### config.mk
export PLATFORM = sky130hd
export DESIGN_NAME = vote_tally
export DESIGN_NICKNAME = d
export VERILOG_FILES = /design/src/rtl/vote_pkg.sv /design/src/rtl/vote_edge_det.sv /design/src/rtl/vote_tally.sv
export SDC_FILE = /design/constraint.sdc
export NUM_CORES = 1
export LEC_CHECK = 0
export CAP_MARGIN = 20
export CORE_MARGIN = 2
export CORE_UTILIZATION = 25
export CTS_BUF_LIST = sky130_fd_sc_hd__clkbuf_16
export DETAILED_ROUTE_END_ITERATION = 12
export PLACE_DENSITY = 0.39
export SYNTH_ARGS = -nofsm -noshare
export SYNTH_HDL_FRONTEND = slang
export SYNTH_SLANG_ARGS = --single-unit
### constraint.sdc
create_clock -name clk -period 3 [get_ports clk]
set_input_delay 0.6 -clock clk [delete_from_list [all_inputs] [get_ports clk]]
set_output_delay 0.6 -clock clk [all_outputs]
set_load 0.01 [all_outputs]
### src/rtl/vote_pkg.sv
// Purpose: shared FSM encodings, width helpers and the one-hot test for the vote tally.
// Latency: n/a (declarations only).
// Backpressure: n/a.
package vote_pkg;

    // FSM encodings kept as plain constants so older tools and scripts can decode them.
    localparam logic [2:0] ST_OFF    = 3'd0;
    localparam logic [2:0] ST_IDLE   = 3'd1;
    localparam logic [2:0] ST_ARMED  = 3'd2;
    localparam logic [2:0] ST_HOLD   = 3'd3;
    localparam logic [2:0] ST_CLOSED = 3'd4;

    typedef logic [2:0] state_t;

    // res_idx must reach N_CAND, which selects the spoiled counter.
    function automatic int idx_w(input int n);
        return (n < 2) ? 1 : $clog2(n + 1);
    endfunction

    // leader only ever names a candidate, 0..N_CAND-1.
    function automatic int lead_w(input int n);
        return (n < 2) ? 1 : $clog2(n);
    endfunction

    // Keypad is at most 16 wide; callers zero-extend into this argument.
    function automatic logic is_onehot(input logic [15:0] v);
        return (v != 16'd0) && ((v & (v - 16'd1)) == 16'd0);
    endfunction

endpackage

### src/rtl/vote_edge_det.sv
// Purpose: rising-edge pulse for one operator push-button.
// Latency: combinational pulse in the cycle the input is first seen high.
// Backpressure: none.
// Ports: i_clk clock, i_rst sync active-high reset, i_d level input, o_rise edge pulse.
module vote_edge_det (
    input  logic i_clk,
    input  logic i_rst,
    input  logic i_d,
    output logic o_rise
);

    logic r_prev;

    always_ff @(posedge i_clk) begin
        if (i_rst) begin
            r_prev <= 1'b0;
        end else begin
            r_prev <= i_d;
        end
    end

    assign o_rise = i_d & ~r_prev;

endmodule

### src/rtl/vote_tally.sv
// Purpose: ballot tally - per-candidate, spoiled and grand-total counters with a polling FSM.
// Latency: key sampled in cycle t updates counters, out and pulses in cycle t+1.
// Backpressure: none; button inputs are edge detected, keys are level sampled.
// Ports: clk; Clear sync reset; Power level enable; Ballot/Close/Result buttons; Total show-total
//        level; IN keypad. out display value, res_idx result index, armed, vote_ok/spoiled/timeout
//        pulses, ovf sticky saturation flag, leader.
// Optional: define VOTE_LEADER_EN to build the leading-candidate comparator; otherwise leader = 0.
module vote_tally
    import vote_pkg::*;
#(
    parameter int  N_CAND    = 4,
    parameter int  CNT_W     = 12,
    parameter int  BALLOT_TO = 16,
    localparam int IDX_W     = idx_w(N_CAND),
    localparam int LEAD_W    = lead_w(N_CAND)
) (
    input  logic              clk,
    input  logic              Clear,
    input  logic              Power,
    input  logic              Ballot,
    input  logic              Close,
    input  logic              Total,
    input  logic              Result,
    input  logic [N_CAND-1:0] IN,
    output logic [CNT_W-1:0]  out,
    output logic [IDX_W-1:0]  res_idx,
    output logic              armed,
    output logic              vote_ok,
    output logic              spoiled,
    output logic              timeout,
    output logic              ovf,
    output logic [LEAD_W-1:0] leader
);

    localparam int               TMR_W    = $clog2(BALLOT_TO);
    localparam logic [TMR_W-1:0] TMR_LAST = TMR_W'(BALLOT_TO - 1);
    localparam logic [IDX_W-1:0] IDX_SPL  = IDX_W'(N_CAND);

    logic w_ballot_e, w_close_e, w_result_e;

    vote_edge_det u_ballot (.i_clk(clk), .i_rst(Clear), .i_d(Ballot), .o_rise(w_ballot_e));
    vote_edge_det u_close  (.i_clk(clk), .i_rst(Clear), .i_d(Close),  .o_rise(w_close_e));
    vote_edge_det u_result (.i_clk(clk), .i_rst(Clear), .i_d(Result), .o_rise(w_result_e));

    state_t             r_state, w_state_nxt;
    logic [TMR_W-1:0]   r_timer, w_timer_nxt;
    logic [IDX_W-1:0]   r_res_idx, w_idx_nxt;
    logic [CNT_W-1:0]   r_cnt [N_CAND];
    logic [CNT_W-1:0]   w_cnt_nxt [N_CAND];
    logic [CNT_W-1:0]   r_spl, w_spl_nxt;
    logic [CNT_W-1:0]   r_tot, w_tot_nxt;
    logic [CNT_W-1:0]   r_out, w_out_nxt, w_sel_cnt;
    logic               r_ovf, w_ovf_nxt;
    logic               r_vote_ok, r_spoiled, r_timeout;
    logic               w_vote_ok_nxt, w_spoiled_nxt, w_timeout_nxt;
    logic [15:0]        w_in16;
    logic               w_onehot;

    always_comb begin
        w_in16             = '0;
        w_in16[N_CAND-1:0] = IN;
    end

    assign w_onehot = is_onehot(w_in16);

    always_comb begin
        w_state_nxt   = r_state;
        w_timer_nxt   = r_timer;
        w_idx_nxt     = r_res_idx;
        w_cnt_nxt     = r_cnt;
        w_spl_nxt     = r_spl;
        w_tot_nxt     = r_tot;
        w_ovf_nxt     = r_ovf;
        w_vote_ok_nxt = 1'b0;
        w_spoiled_nxt = 1'b0;
        w_timeout_nxt = 1'b0;

        if (!Power) begin
            w_state_nxt = ST_OFF;
        end else begin
            case (r_state)
                ST_OFF: w_state_nxt = ST_IDLE;

                ST_IDLE: begin
                    if (w_close_e) begin
                        w_state_nxt = ST_CLOSED;
                        w_idx_nxt   = '0;
                    end else if (w_ballot_e) begin
                        w_state_nxt = ST_ARMED;
                        w_timer_nxt = '0;
                    end
                end

                ST_ARMED: begin
                    if (w_close_e) begin
                        // Closing the poll voids the ballot in hand, even if a key is down.
                        w_state_nxt = ST_CLOSED;
                        w_idx_nxt   = '0;
                    end else if (IN != '0) begin
                        w_state_nxt = ST_HOLD;
                        if (&r_tot) w_ovf_nxt = 1'b1;
                        else        w_tot_nxt = r_tot + CNT_W'(1);
                        if (w_onehot) begin
                            w_vote_ok_nxt = 1'b1;
                            for (int i = 0; i < N_CAND; i++) begin
                                if (IN[i]) begin
                                    if (&r_cnt[i]) w_ovf_nxt    = 1'b1;
                                    else           w_cnt_nxt[i] = r_cnt[i] + CNT_W'(1);
                                end
                            end
                        end else begin
                            w_spoiled_nxt = 1'b1;
                            if (&r_spl) w_ovf_nxt = 1'b1;
                            else        w_spl_nxt = r_spl + CNT_W'(1);
                        end
                    end else if (r_timer == TMR_LAST) begin
                        w_state_nxt   = ST_IDLE;
                        w_timeout_nxt = 1'b1;
                    end else begin
                        w_timer_nxt = r_timer + TMR_W'(1);
                    end
                end

                // One ballot, one count: stay here until every key is released.
                ST_HOLD: if (IN == '0) w_state_nxt = ST_IDLE;

                ST_CLOSED: begin
                    if (w_result_e) begin
                        w_idx_nxt = (r_res_idx == IDX_SPL) ? '0 : r_res_idx + IDX_W'(1);
                    end
                end

                default: w_state_nxt = ST_IDLE;
            endcase
        end
    end

    // Display is built from next-state values so it moves in the same cycle as the counters.
    always_comb begin
        w_sel_cnt = w_spl_nxt;
        for (int i = 0; i < N_CAND; i++) begin
            if (w_idx_nxt == IDX_W'(i)) w_sel_cnt = w_cnt_nxt[i];
        end
        w_out_nxt = '0;
        if (w_state_nxt == ST_CLOSED) begin
            w_out_nxt = w_sel_cnt;
        end else if ((w_state_nxt == ST_IDLE) && Total) begin
            w_out_nxt = w_tot_nxt;
        end
    end

    always_ff @(posedge clk) begin
        if (Clear) begin
            r_state   <= Power ? ST_IDLE : ST_OFF;
            r_timer   <= '0;
            r_res_idx <= '0;
            for (int i = 0; i < N_CAND; i++) r_cnt[i] <= '0;
            r_spl     <= '0;
            r_tot     <= '0;
            r_out     <= '0;
            r_ovf     <= 1'b0;
            r_vote_ok <= 1'b0;
            r_spoiled <= 1'b0;
            r_timeout <= 1'b0;
        end else begin
            r_state   <= w_state_nxt;
            r_timer   <= w_timer_nxt;
            r_res_idx <= w_idx_nxt;
            r_cnt     <= w_cnt_nxt;
            r_spl     <= w_spl_nxt;
            r_tot     <= w_tot_nxt;
            r_out     <= w_out_nxt;
            r_ovf     <= w_ovf_nxt;
            r_vote_ok <= w_vote_ok_nxt;
            r_spoiled <= w_spoiled_nxt;
            r_timeout <= w_timeout_nxt;
        end
    end

    assign out     = r_out;
    assign res_idx = r_res_idx;
    assign armed   = (r_state == ST_ARMED);
    assign vote_ok = r_vote_ok;
    assign spoiled = r_spoiled;
    assign timeout = r_timeout;
    assign ovf     = r_ovf;

`ifdef VOTE_LEADER_EN
    logic [LEAD_W-1:0] r_leader, w_best;
    logic [CNT_W-1:0]  w_best_cnt;

    // Strictly-greater scan from index 0 keeps the lowest index on ties.
    always_comb begin
        w_best     = '0;
        w_best_cnt = w_cnt_nxt[0];
        for (int i = 1; i < N_CAND; i++) begin
            if (w_cnt_nxt[i] > w_best_cnt) begin
                w_best     = LEAD_W'(i);
                w_best_cnt = w_cnt_nxt[i];
            end
        end
    end

    always_ff @(posedge clk) begin
        if (Clear) begin
            r_leader <= '0;
        end else begin
            r_leader <= (w_state_nxt == ST_CLOSED) ? w_best : '0;
        end
    end

    assign leader = r_leader;
`else
    assign leader = '0;
`endif

endmodule

# Yosys cells after proc, flatten, opt, wreduce, memory -nomap -nowiden
# Cells that the tools add are included.
# Widths: inputs -> output; s select.
[word_totals]
ff_bits = 101
input_bits = 11
output_inout_bits = 22
word_cells = 141
[op_classes]
n_addsub = 9
eq_ne = 16
n_mux = 69
bitwise_logic = 11
n_reduce_logical = 19
[ops]
columns = ["operator", "n"]
rows = [
  ["$mux 12", 25],
  ["$mux 48", 5],
  ["$add 12x1->12 const B", 6],
  ["$reduce_and 12->1", 6],
  ["$mux 3", 12],
  ["$mux 4", 5],
  ["$mux 1", 19],
  ["$and 4x16->16", 1],
  ["$logic_not 16->1", 1],
  ["$reduce_bool 16->1", 1],
  ["$eq 3x2->1 const B", 4],
  ["$pmux 3 s4", 1],
  ["$reduce_or 5->1", 2],
  ["$eq 3x1->1 const B", 3],
  ["$eq 3x3->1 const B", 3],
  ["$ne 2x2->1 const B", 4],
  ["$pmux 4 s2", 1],
  ["$not 1->1", 7],
  ["$reduce_and 7->1", 1],
  ["$pmux 3 s2", 1],
  ["$sub 4x1->5 const B", 1],
  ["$add 4x1->4 const B", 1],
  ["$eq 4x4->1 const B", 1],
  ["$logic_not 4->1", 1],
  ["9 further kinds", 12],
]

# Longest topological paths before layout
[depth]
word_depth = 15
ltp_mapped = 10

# Hierarchy
# A second synthesis with hierarchy kept.
[unflattened]
hier_cells = 664
hier_area_um2 = 5526.6
[modules_own_cells]
columns = ["mod", "n_inst", "cells_each", "area_each_um2", "seq_area_each_um2"]
rows = [
  ["vote_tally", 1, 655, 5383.9, 1961.9],
  ["vote_edge_det", 3, 3, 47.5, 20.0],
]

# Least setup slack after synthesis
# No wires, ideal clock.
[synth_path]
path_kind = "input to register"
startpoint = "input IN[1]"
endpoint = "register r_out[6], in the netlist out[6]"
setup_ns = 0.122
t_arrival_ns = 2.436
required_ns = 2.878
setup_slack_ns = 0.442
path_stages = 9
path_buffers = 2
path_cell_list = "buf_2 -> nor4b_2 -> a211oi_2 -> buf_2 -> nor4_1 -> mux2i_1 -> o31ai_1 -> a21o_1 -> a221o_1"
[synth_via]
elab_chain_cells = 14
word_cells_on_any_way = 36
classes_between = "add/sub (1); eq/ne (2); mux (26); bitwise (1); reduce/logical (6)"
[synth_rtl]
columns = ["element", "line_no", "source"]
rows = [
  ["start, declared", "vote_tally.sv:24", "input logic [N_CAND-1:0] IN,"],
  ["$sub 4x1->5", "vote_pkg.sv:27", "return (v != 16'd0) && ((v & (v - 16'd1)) == 16'd0);"],
  ["$and 4x16->16", "vote_pkg.sv:27", ""],
  ["$logic_not 16->1", "vote_pkg.sv:27", ""],
  ["$logic_and 1x1->1", "vote_pkg.sv:27", ""],
  ["$mux 12 or $mux 48 (tied branches)", "vote_tally.sv:103", "if (w_onehot) begin"],
  ["$mux 12 or $mux 48 (tied branches)", "vote_tally.sv:99", "end else if (IN != '0) begin"],
  ["$mux 12 or $mux 48 (tied branches)", "vote_tally.sv:95", "if (w_close_e) begin"],
  ["$mux 12 or $mux 48 (tied branches)", "vote_tally.sv:81", "case (r_state)"],
  ["$mux 12 or $mux 48 (tied branches)", "vote_tally.sv:78", "if (!Power) begin"],
  ["$mux 12 (4 in series)", "vote_tally.sv:142", "if (w_idx_nxt == IDX_W'(i)) w_sel_cnt = w_cnt_nxt[i];"],
  ["$mux 12 (*)", "vote_tally.sv:145", "if (w_state_nxt == ST_CLOSED) begin"],
  ["end signal, assigned", "vote_tally.sv:172", "r_out <= w_out_nxt;"],
  ["end, declared", "vote_tally.sv:52", "logic [CNT_W-1:0] r_out, w_out_nxt, w_sel_cnt;"],
]
# Mark *: on every way between the ends. The rest lies on a longest branch, timed or not.
# A chain may end at the register's enable or synchronous reset.

# Final worst setup path
[layout_path]
startpoint = "input IN[2]"
endpoint = "register r_out[6], in the netlist out[6]"
# Same word-level chain as after synthesis.

==> flow_metrics.py <==
metrics = {
    "timing": {
        "fmax_mhz": 349.0,
        "hold_viol_final": 0,
        "maxSlewHeadroom_pct": 57.62,
        "grt_setup_unrepaired": "yes",
        "finalClockSkew_ns": 0.008520,
        "fin_tns_setup_ns": 0,
        "fin_crit_sh_pct": 95.51,
        "layout_setup_ws_ns": 0.1347,
        "fin_crit_ns": 2.865,
        "drv_slew": 0,
        "setup_viol": 0,
        "worst_pin_slew_ns": 0.6357,
    },
    "die": {
        "initial_core_util_pct": 25.25,
        "boundaryPins": 33,
        "dieWidth_um": 152.0,
        "num_rows": 54,
        "die_h_um": 152.0,
        "die-area_um2": 23110,
        "core_um2": 21690,
    },
    "worst_setup_path": {
        "worst_r2r_path_depth": 8,
        "reg2reg_setup_slack_ns": 0.30,
        "crit_path_end": "out[6]$_SDFF_PP0_",
        "start_kind": "input pin",
        "reg2reg_from": "r_state[1]$_SDFF_PP0_",
        "required_ns": 3.25,
        "end_kind": "flop",
        "path_class": "input pin to flop",
        "cp.arrival_ns": 3.12,
        "critPathMaxFanout": 8,
        "rr_endpoint": "out[10]$_SDFF_PP0_",
        "cp-startpoint": "IN[2]",
    },
    "cts": {
        "holdBufCountCts": 0,
        "clk_pin_slew_ns": 0.07,
        "cts-root-buf": "clkbuf_16",
        "numClockSinks": 101,
        "cts_tree": "built",
        "insertion_delay_ns": 0.36,
        "clock_path_buffers": 2,
        "cts_setup_buffers": 0,
        "cts_buffers": 9,
        "cts_htree_levels": 3,
    },
    "grt": {
        "grt_first_pass_wirelength_um": 30010,
        "grt_pass1_vias": 5206,
        "grt_max_degree": 51,
        "grt_usage_pct": 16.73,
        "grt_overflow": 0,
        "antenna_found_initial": 0,
    },
    "power": {
        "p_int_mw": 1.971,
        "switching_share_pct": 25.22,
        "pwr-share-comb_pct": 6.4,
        "ir_drop_v": 0.0002514,
        "switchingPower_uw": 664.9,
        "pwr-share-clk_pct": 42.4,
        "p_per_area_nw_per_um2": 367.4,
        "p_leak_nw": 2.628,
        "power_frac_seq_pct": 51.2,
    },
    "placement": {
        "post-place-ws_ns": -0.2824,
        "dp_hpwl_um": 14730,
        "post_dp_cell_area_um2": 6879,
        "io_buffers": 30,
        "gp_congestion": 0.8376,
    },
    "outcome": {
        "status": "finished clean",
    },
    "route": {
        "drc": 0,
        "viasPerCell": 4.960,
        "drt_wl_total_um": 19040,
        "drt-initial-drc-count": 356,
        "ant_nets": 0,
        "via_count": 5263,
        "first_pass_iters": 5,
        "wl_per_cell_um": 17.94,
    },
    "cells_and_area": {
        "multi_input_comb_area_um2": 3284,
        "seqCellArea_um2": 2022,
        "fin_area_um2": 7174,
        "layout-drive-gt1-share_pct": 21.25,
        "areaGrowthSynthToFinish_pct": 31.00,
        "fill_cells": 2247,
        "final_cell_mix": "buf_4 (120), dfxtp_1 (101), nor2_1 (88)",
        "layout_commonest_cell": "buf_4",
        "final_core_util_pct": 33.08,
        "antenna_cells": 0,
        "nets": 796,
    },
    "logic_synthesis": {
        "synth-edff-count": 0,
        "async_flop_share_pct": 0,
        "synth_cell_types": 78,
        "syn_avg_cell_area_um2": 8.491,
        "ys_seq_area_share_pct": 36.92,
        "syn_inst": 645,
        "yosysWarnings": 0,
        "syn_area_um2": 5477,
        "synth_ff_type": "dfxtp_1",
        "ys_ff_latch": 101,
    },
    "hold_path": {
        "hold_class": "flop to flop",
    },
    "job": {
        "cap_violations": 0,
    },
}
## cell usage after synthesis, types with 3 or more instances
cell type  instances  area share [%]
nor2_1            88             6.0
mux2i_1           34             6.2
a32o_1             7             1.3
nand3_1           32             2.9
dfxtp_1          101              37
xor2_1            20             3.2
or2_1              4            0.46
and4_1            11             1.8
o221ai_1           3            0.48
ha_1               9             2.1
o31ai_1            7            0.96
a22oi_1            4            0.55
and2_1             4            0.46
xnor2_1           15             2.4
nand2_1           66             4.5
nor2_2             3            0.34
buf_4              3            0.41
clkbuf_1          17             1.2
o21ai_0            9            0.82
a211oi_1           3            0.41
nand4_1           22             2.5
a221oi_1           6            0.96
a31oi_1            3            0.34
inv_1              9            0.62
nor2b_1            7            0.80
and3_1            14             1.6
nor3_1            19             1.7
nor4_1            16             1.8
nand2b_1          15             1.7
a21oi_1           21             1.9
o21a_1             3            0.41
buf_2              8            0.73
nor3_2             3            0.55
## routing by layer
| metal | vias up | GRT usage [%] | wire length [um] |
|---|---|---|---|
| met4 | 0 | 6.008 | 375 |
| met5 | - | 0 | 0 |
| met3 | 20 | 2.396 | 641 |
| met2 | 125 | 27.22 | 8909 |
| met1 | 2518 | 22.64 | 9111 |
| li1 | 2600 | - | - |
## worst max-delay path, cell delays in order
cell and delay, ns:
clkdlybuf4s50_1 0.55, nor4b_2 0.31, a211oi_2 0.10, buf_4 0.20, buf_4 0.15, nor4_1 0.33, mux2i_1 0.30, o31ai_1 0.10
a21o_1 0.19, a221o_1 0.29
## worst min path at each step
stage | slack (ns) | cells after the start | start | to
after floorplan | 0.45 | 2 | r_timer[1]$_SDFFE_PP0P_ | r_timer[1]$_SDFFE_PP0P_
after global placement | 0.46 | 2 | r_timer[1]$_SDFFE_PP0P_ | r_timer[1]$_SDFFE_PP0P_
after detailed placement | 0.47 | 2 | r_timer[1]$_SDFFE_PP0P_ | r_timer[1]$_SDFFE_PP0P_
after CTS | 0.48 | 2 | r_timer[1]$_SDFFE_PP0P_ | r_timer[1]$_SDFFE_PP0P_
after global routing | 0.52 | 2 | r_timer[1]$_SDFFE_PP0P_ | r_timer[1]$_SDFFE_PP0P_
final | 0.49 | 2 | r_timer[1]$_SDFFE_PP0P_ | r_timer[1]$_SDFFE_PP0P_
## what timing repair did
item / in CTS / in global routing
gates resized for setup: 0 / 6
endpoints found under the hold margin: 0 / 0
setup endpoints to repair: 0 / 8
## power groups by stage
stage | Sequential (mW) | Clock (mW) | Combinational (mW)
after floorplan | 1.38 | 0 | 0.0906
after CTS | 1.35 | 1.16 | 0.168
after global placement | 1.38 | 0 | 0.166
final | 1.35 | 1.12 | 0.169
after global routing | 1.35 | 1.20 | 0.183
after detailed placement | 1.38 | 0 | 0.167
## state kept, by name, summed over array words and instances, names as in the netlist, 3 cells and up
signal,count
r_cnt,48
out,12
r_spl,12
r_tot,12
r_timer,4
r_state,3
res_idx,3
## logic make-up after synthesis
| group | share of synthesized area (%) |
|---|---|
| and+or+nand+nor | 31.03 |
| DFF | 36.92 |
| AOI/OAI and AO/OA | 14.05 |
| buffers and inverters | 3.678 |
| xor gates and xnor gates | 5.598 |
| muxes | 6.420 |
| adders and majority gates | 2.239 |
| other | 0.06847 |
## area by class of cell
type / instances / area share, %
multi-input cells: 504 / 45.78
flip-flops and latches: 101 / 28.18
repair buffers: 151 / 16.95
well taps: 280 / 4.883
clock buffers: 9 / 3.139
clock inverters: 7 / 0.5930
inverters: 9 / 0.4709
## metrics by stage
stage	power [mW]	std cells	hold WS [ns]
final	2.636	1061	0.4850
after global routing	2.733	1061	0.5200
after CTS	2.676	1061	0.4810
after detailed placement	1.547	1045	0.4699
after global placement	1.546	1045	0.4616
after floorplan	1.468	646	0.4488
Power figures use the tool's default switching activity.
